$ cat config.mk
export PLATFORM = sky130hd
export DESIGN_NAME = if_stage
export DESIGN_NICKNAME = d
export VERILOG_FILES = /design/src/rtl/if_stage.sv
export SDC_FILE = /design/constraint.sdc
export NUM_CORES = 1
export LEC_CHECK = 0
export CELL_PAD_IN_SITES_DETAIL_PLACEMENT = 1
export CELL_PAD_IN_SITES_GLOBAL_PLACEMENT = 2
export CORE_AREA = 3 3 179 181
export CTS_CLUSTER_SIZE = 24
export DETAILED_ROUTE_END_ITERATION = 8
export DIE_AREA = 0 0 182 184
export PLACE_DENSITY_LB_ADDON = 0.1
export SYNTH_ARGS = -nofsm -noshare
export SYNTH_HDL_FRONTEND = slang
export SYNTH_SLANG_ARGS = --single-unit
$ cat constraint.sdc
create_clock -name clk -period 1.81 [get_ports clk]
set_input_delay 0.181 -clock clk [delete_from_list [all_inputs] [get_ports clk]]
set_output_delay 0.181 -clock clk [all_outputs]
set_load 0.02 [all_outputs]
$ cat src/rtl/if_stage.sv
// Instruction-fetch stage: owns the PC, fetches over a req/gnt/rvalid port with one
// outstanding access, and presents a registered {pc, inst, valid} triple to decode.
module if_stage #(
    parameter logic [31:0] RESET_PC = 32'h0000_0000,
    parameter logic [31:0] NOP_INST = 32'h0000_0013
) (
    input  logic        clk,
    input  logic        rst,
    input  logic        stall,
    input  logic        flush,
    input  logic [31:0] redirect_pc,
    output logic        imem_req,
    output logic [31:0] imem_addr,
    input  logic        imem_gnt,
    input  logic        imem_rvalid,
    input  logic [31:0] imem_rdata,
    output logic [31:0] id_pc,
    output logic [31:0] id_inst,
    output logic        id_valid
);

    // state  | meaning
    // S_REQ  | idle or requesting; fetch of pc_q may be issued
    // S_WAIT | one access outstanding, response belongs to pc_out_q
    // S_DROP | outstanding access became stale through a flush; discard it
    typedef enum logic [1:0] {S_REQ, S_WAIT, S_DROP} state_t;

    state_t      state_q, state_d;
    logic [31:0] pc_q, pc_d;
    logic [31:0] pc_out_q, pc_out_d;
    logic        buf_valid_q, buf_valid_d;
    logic [31:0] buf_pc_q, buf_pc_d;
    logic [31:0] buf_inst_q, buf_inst_d;
    logic [31:0] id_pc_q, id_pc_d;
    logic [31:0] id_inst_q, id_inst_d;
    logic        id_valid_q, id_valid_d;
    logic        resp;

    assign imem_req  = (state_q == S_REQ) && !buf_valid_q && !flush && !rst;
    assign imem_addr = pc_q;
    assign id_pc     = id_pc_q;
    assign id_inst   = id_inst_q;
    assign id_valid  = id_valid_q;

    always_comb begin
        state_d     = state_q;
        pc_d        = pc_q;
        pc_out_d    = pc_out_q;
        buf_valid_d = buf_valid_q;
        buf_pc_d    = buf_pc_q;
        buf_inst_d  = buf_inst_q;
        id_pc_d     = id_pc_q;
        id_inst_d   = id_inst_q;
        id_valid_d  = id_valid_q;
        resp        = (state_q == S_WAIT) && imem_rvalid && !flush;

        if (flush) begin
            pc_d        = redirect_pc;
            id_valid_d  = 1'b0;
            id_inst_d   = NOP_INST;
            buf_valid_d = 1'b0;
            case (state_q)
                S_WAIT:  state_d = imem_rvalid ? S_REQ : S_DROP;
                S_DROP:  state_d = imem_rvalid ? S_REQ : S_DROP;
                default: state_d = S_REQ;
            endcase
        end else begin
            case (state_q)
                S_REQ: begin
                    if (imem_req && imem_gnt) begin
                        pc_out_d = pc_q;
                        pc_d     = pc_q + 32'd4;
                        state_d  = S_WAIT;
                    end
                end
                S_WAIT:  if (imem_rvalid) state_d = S_REQ;
                S_DROP:  if (imem_rvalid) state_d = S_REQ;
                default: state_d = S_REQ;
            endcase

            // A response that decode cannot take this cycle parks in the buffer
            if (!stall) begin
                if (buf_valid_q) begin
                    id_pc_d     = buf_pc_q;
                    id_inst_d   = buf_inst_q;
                    id_valid_d  = 1'b1;
                    buf_valid_d = 1'b0;
                end else if (resp) begin
                    id_pc_d    = pc_out_q;
                    id_inst_d  = imem_rdata;
                    id_valid_d = 1'b1;
                end else begin
                    id_valid_d = 1'b0;
                    id_inst_d  = NOP_INST;
                end
            end else if (resp) begin
                buf_valid_d = 1'b1;
                buf_pc_d    = pc_out_q;
                buf_inst_d  = imem_rdata;
            end
        end
    end

    always_ff @(posedge clk) begin
        if (rst) begin
            state_q     <= S_REQ;
            pc_q        <= RESET_PC;
            pc_out_q    <= 32'd0;
            buf_valid_q <= 1'b0;
            buf_pc_q    <= 32'd0;
            buf_inst_q  <= 32'd0;
            id_pc_q     <= 32'd0;
            id_inst_q   <= NOP_INST;
            id_valid_q  <= 1'b0;
        end else begin
            state_q     <= state_d;
            pc_q        <= pc_d;
            pc_out_q    <= pc_out_d;
            buf_valid_q <= buf_valid_d;
            buf_pc_q    <= buf_pc_d;
            buf_inst_q  <= buf_inst_d;
            id_pc_q     <= id_pc_d;
            id_inst_q   <= id_inst_d;
            id_valid_q  <= id_valid_d;
        end
    end

endmodule

After elaboration in Yosys (flattened, before gate mapping) --
Cells that the tools add are included. W data, S select, Z words.
Operators by class: reduce and logical (&&, ||, !) cells 21, bitwise operators 2, eq/ne operators 4, mux-type cells 15, add/subtract/negate cells 1
Operators with widths (count):
- $mux W32 | 7
- $add A32 B3 Y32 const B | 1
- $mux W2 | 5
- $reduce_and A3 Y1 | 3
- $logic_and A1 B1 Y1 | 6
- $reduce_bool A2 Y1 | 3
- $pmux W2 S2 | 1
- $reduce_and A2 Y1 | 2
- $reduce_or A2 Y1 | 2
- $logic_not A1 Y1 | 3
- $ne A3 B1 Y1 const B | 1
- $ne A3 B2 Y1 const B | 1
- $reduce_or A3 Y1 | 1
- $eq A2 B1 Y1 const B | 1
- $eq A2 B2 Y1 const B | 1
- $logic_not A2 Y1 | 1
- $mux W1 | 2
- $not A1 Y1 | 2
Word-level totals: logic and storage cells 52, flip-flop bits (word level) 196, input port bits 70

Longest topological paths before layout --
depth in word-level cells 8, mapped depth 8, mapped depth without buffers 6

Worst setup path before layout --
No wires, ideal clock.
path type reg-to-reg, start point reg pc_q[4] (netlist: imem_addr[4]), end point reg pc_q[21] (netlist: imem_addr[21]), setup slack -0.051 ns, clock period less this slack 1.861 ns, stages on the path, launching flop included 5, required time 1.719 ns, path buffers 0, arrival 1.770 ns, cell sequence dfxtp_1 -> nand4_4 -> or3_4 -> or4_1 -> a311oi_1
On the way: word-level cells in the longest chain between the ends 4
Ends and longest elaborated chain:
- start: declaration | RTL line 29 | logic [31:0] pc_q, pc_d;
- start signal: assignment | RTL line 117 | pc_q <= pc_d;
- $add A32 B3 Y32 | RTL line 72 | pc_d = pc_q + 32'd4;
- $mux W32 | RTL line 70 | if (imem_req && imem_gnt) begin
- $mux W32 | RTL line 68 | case (state_q)
- $mux W32 | RTL line 57 | if (flush) begin
Every way passes these cells. The select of a mux whose other input is x is not followed. A chain may end at the register's enable or synchronous reset.

Worst setup path in the final report --
start point reg state_q[1], end point reg buf_inst_q[29]
On the way: word-level cells in the longest chain between the ends 4
Ends and longest elaborated chain:
- start: declaration | RTL line 28 | state_t state_q, state_d;
- start signal: assignment | RTL line 116 | state_q <= state_d;
- $eq A2 B1 Y1 | RTL line 55 | resp = (state_q == S_WAIT) && imem_rvalid && !flush;
- $logic_and A1 B1 Y1 (2 in a row) | RTL line 55
- $reduce_and A3 Y1 (no line)
- end signal: assignment | RTL line 121 | buf_inst_q <= buf_inst_d;
- end: declaration | RTL line 33 | logic [31:0] buf_inst_q, buf_inst_d;
Every way passes these cells.

==> impl_summary.log <==
[metrics] status: finished clean
[metrics] Die Height: roughly 180 um
[metrics] Core ar.: roughly 30000 um2
[metrics] clock tree skew after final layout: 0.0284 ns
[metrics] largest stage delay on the critical path: ~0.32 ns
[metrics] cell type with the largest total area after synthesis: sky130_fd_sc_hd__dfxtp_1
[metrics] slew at the pin closest to its max-slew limit: approximately 0.60 ns
[metrics] type of origin of the critical path: register
[metrics] Post-synth ARST share: 0
[metrics] top cells by area, synth: sky130_fd_sc_hd__dfxtp_1, sky130_fd_sc_hd__nand2_1, sky130_fd_sc_hd__a21oi_1
[metrics] Routed Antenna Nets: 0
[metrics] cells traversed along the worst timing path: inv_2 -> buf_4 -> ha_4 -> and3b_2 -> buf_6 -> buf_4 -> nand2_8 -> clkbuf_16 -> nand2_1 -> a21oi_2
[metrics] headroom to the max-slew limit: 0.598
[metrics] number of nets in the synthesized netlist: 1038
[metrics] routability congestion estimate: roughly 0.74
[metrics] number of setup violations in the final report: 0
[metrics] Critical R2R Capture: buf_inst_q[29]$_SDFFE_PP0P_
[metrics] maximum number of pins on one net before global-route repair: about 120
[metrics] horizontal die dimension: 182 um
[metrics] number of cells on the worst reg-to-reg path: 10
[metrics] area of the die: around 33000 um2
[metrics] Final Max Slew Viols: 0
[metrics] category of cells accounting for the largest share of critical-path delay: buffers and inverters
[metrics] prevailing post-synth register cell: sky130_fd_sc_hd__dfxtp_1
[metrics] number of max-cap violations: 0
[metrics] routed vias: between 7000 and 8000
[metrics] post-route fraction of the period consumed by the critical path: 0.997
[metrics] per-cell via count in the routed design: around 4.8
[metrics] starting density of the core: 0.268
[metrics] number of antenna violations at the first check in global routing: 5
[metrics] classification of the worst-slack hold path: input pin to register
[metrics] first drt pass iteration count: 5
[metrics] CTS buffer count: 17
[metrics] number of global-route vias before repair: 7830
[metrics] Overflow after GRT: 0
[metrics] number of enable flip-flop cells after synthesis: 0
[metrics] H-Tree Depth: 4
[metrics] start of the worst register-to-register path: state_q[1]$_SDFFE_PP0P_
[metrics] setup slack, reg-to-reg: slightly below 0.006 ns
[metrics] antenna diode instance count: 0
[metrics] number of buffer and inverter instances along the worst setup path: 5
[metrics] Post-Syn Instances: 965
[metrics] Port Buffers: between 150 and 200
[metrics] unrepaired setup endpoints after global routing: true
[metrics] buffer cell driving the clock tree root: sky130_fd_sc_hd__clkbuf_16
[metrics] final instance area: about 12000 um2
[metrics] slowest cell on the critical path: sky130_fd_sc_hd__dfxtp_1
[metrics] Power Density: about 800 nW/um2
[metrics] deepest clock path buffer count: 2
[metrics] wire length of the first global-routing pass: approximately 45000 um
[metrics] Max FO, Critical Path: 7
[metrics] fraction of layout cells with a size suffix above 1: 0.173
[metrics] share of the synthesized area in the top cell type: 0.478
[metrics] Crit path top cell by count: sky130_fd_sc_hd__buf_4
[metrics] DR WL/cell: 19.5 um
[metrics] setup total negative slack: 0 ns
[metrics] end of the worst hold path: id_inst[4]$_SDFFE_PP1N_
[metrics] sequential share of power: 0.473
[metrics] Final HPWL DP: between 15000 and 20000 um
[metrics] switching pwr: ~2.6 mW
[metrics] drt total wl: just over 30000 um
[metrics] hold depth: 3
[metrics] most common cell after layout, fill and taps aside: sky130_fd_sc_hd__nand2_1
[metrics] #FFs+latches synth: 196
[metrics] latest clock arrival within the worst-skew pair: 0.45 ns
[metrics] worst supply voltage drop on vdd: roughly 0.46 mV
[metrics] clock sink count: about 200
[metrics] sum of internal, switching and leakage power: 9.42 mW
[metrics] switching power as a share of total power: 0.273
[metrics] Achievable Freq: around 550 MHz
[metrics] number of DRC markers in iteration 0: roughly 380
[metrics] post-synthesis instance area: around 8200 um2
[metrics] combinational share of power: 0.108
[metrics] Area growth syn-to-layout: 45.4%
[metrics] YS warnings: 0
[metrics] Site Rows: 64
[metrics] required time of the critical path: ~2.2 ns
[metrics] hold violation count in the final report: 0
[metrics] leakage power total: roughly 4.2 nW
[metrics] mean area per synthesized cell: about 8.5 um2
[metrics] Global Route Usage Sum: 0.168
[metrics] CTS tree: yes
[metrics] part of the Yosys area used for sequential elements: 0.478
[metrics] Clock transition at path regs: ~0.080 ns
[metrics] drt drc: 0
[metrics] commonest cells after routing, fill and taps aside: sky130_fd_sc_hd__nand2_1, sky130_fd_sc_hd__dfxtp_1, sky130_fd_sc_hd__clkdlybuf4s50_1
[metrics] Internal: just under 7 mW
[metrics] minimum hold slack: 0.0783 ns
[metrics] fraction of power consumed by the clock network: 0.419
[metrics] number of nets in the layout: around 1300
[metrics] Setup CP Type: register to register
[metrics] number of placed I/O pins: 168
[metrics] clock period minus final worst setup slack: between 1.5 and 2 ns
[metrics] hold path startpoint: rst
[metrics] Arrival @ worst endpoint: approximately 2.2 ns
[metrics] area post-placement: 10800 um2
[metrics] Worst Setup End Kind: register
[metrics] library cells used by synthesis: between 50 and 60
-- cell type report --
| class | count | area (um2) |
|---|---|---|
| clock inverter | 13 | 160 |
| sequential | 196 | 3940 |
| tap | 396 | 495 |
| inverter | 9 | 33.8 |
| fill | 3503 | 18700 |
| multi-input combinational | 688 | 4140 |
| clock buffer | 19 | 433 |
| timing repair buffer | 265 | 2730 |
-- worst max path at each step --
stage | cells after the start | slack (ns) | start | end
after floorplan | 6 | 0.001 | state_q[1]$_SDFFE_PP0P_ | imem_addr[21]$_SDFFE_PP0P_
after global placement | 5 | -0.21 | imem_gnt | imem_addr[22]$_SDFFE_PP0P_
after detailed placement | 5 | -0.24 | imem_gnt | imem_addr[22]$_SDFFE_PP0P_
after CTS | 2 | 0.00009 | imem_addr[25]$_SDFFE_PP0P_ | imem_addr[25]
after global routing | 6 | -0.1 | state_q[1]$_SDFFE_PP0P_ | imem_addr[22]$_SDFFE_PP0P_
final | 10 | 0.006 | state_q[1]$_SDFFE_PP0P_ | buf_inst_q[29]$_SDFFE_PP0P_
-- registers in the layout, summed over array words and instances, names as in the netlist --
register	cells
id_valid	1
id_pc	32
buf_inst_q	32
buf_pc_q	32
state_q	2
imem_addr	32
pc_out_q	32
buf_valid_q	1
id_inst	32
-- layer usage --
layer / part of all wire / GRT usage
met5: 0.0022 / 0
met4: 0.0032 / 0.0338
met3: 0.053 / 0.0443
met2: 0.48 / 0.281
met1: 0.47 / 0.219
-- power groups by stage --
stage	clock (mW)	combinational, mW	sequential (mW)
floorplan	0	0.337	4.64
global placement	0	0.992	4.56
detailed placement	0	0.993	4.56
CTS	4.12	1.00	4.46
global route	4.28	1.11	4.47
finish	3.95	1.02	4.46
-- what timing repair did --
action	4_1_cts	5_1_grt
hold buffers	0	0
cloned	0	16
pin swaps	3	20
setup buffers	0	3
gates resized for setup	19	49
setup endpoints to repair	49	112
-- cell usage after synthesis (4+ instances only) --
library cell / count
sky130_fd_sc_hd__buf_1: 12
sky130_fd_sc_hd__nor4_1: 7
sky130_fd_sc_hd__o311ai_0: 4
sky130_fd_sc_hd__xnor2_1: 4
sky130_fd_sc_hd__a311oi_1: 4
sky130_fd_sc_hd__a22oi_1: 29
sky130_fd_sc_hd__clkbuf_1: 56
sky130_fd_sc_hd__buf_2: 4
sky130_fd_sc_hd__a211oi_1: 42
sky130_fd_sc_hd__or4_1: 6
sky130_fd_sc_hd__a21oi_1: 103
sky130_fd_sc_hd__nor2_1: 93
sky130_fd_sc_hd__a31oi_1: 10
sky130_fd_sc_hd__mux2i_1: 37
sky130_fd_sc_hd__nand4_1: 13
sky130_fd_sc_hd__inv_1: 9
sky130_fd_sc_hd__mux2_2: 29
sky130_fd_sc_hd__or3_1: 4
sky130_fd_sc_hd__dfxtp_1: 196
sky130_fd_sc_hd__nor3_1: 5
sky130_fd_sc_hd__nand3_1: 10
sky130_fd_sc_hd__nand2_1: 218
sky130_fd_sc_hd__xor2_1: 4
sky130_fd_sc_hd__and3_1: 7
sky130_fd_sc_hd__and4_1: 10
-- tightest hold or removal path: stages --
cell,delay [ns]
sky130_fd_sc_hd__buf_6,0.10
sky130_fd_sc_hd__nor4_2,0.08
sky130_fd_sc_hd__a21oi_1,0.12
-- stage by stage --
step	setup slack [ns]	cells	util
global route	-0.0977	1586	0.390
finish	0.00584	1586	0.390
CTS	0.0000886	1567	0.373
global placement	-0.212	1535	0.353
floorplan	0.00116	965	-
detailed placement	-0.244	1535	0.353
-- kinds of logic after synthesis --
family	count (synthesis)	synth area share
simple gates	392	0.215
xor+xnor	8	0.00854
buf+inv	82	0.0386
compound gates	218	0.171
mux	66	0.0849
fa+ha+maj	3	0.00457
flops	196	0.478
(Power assumes the default switching activity.)
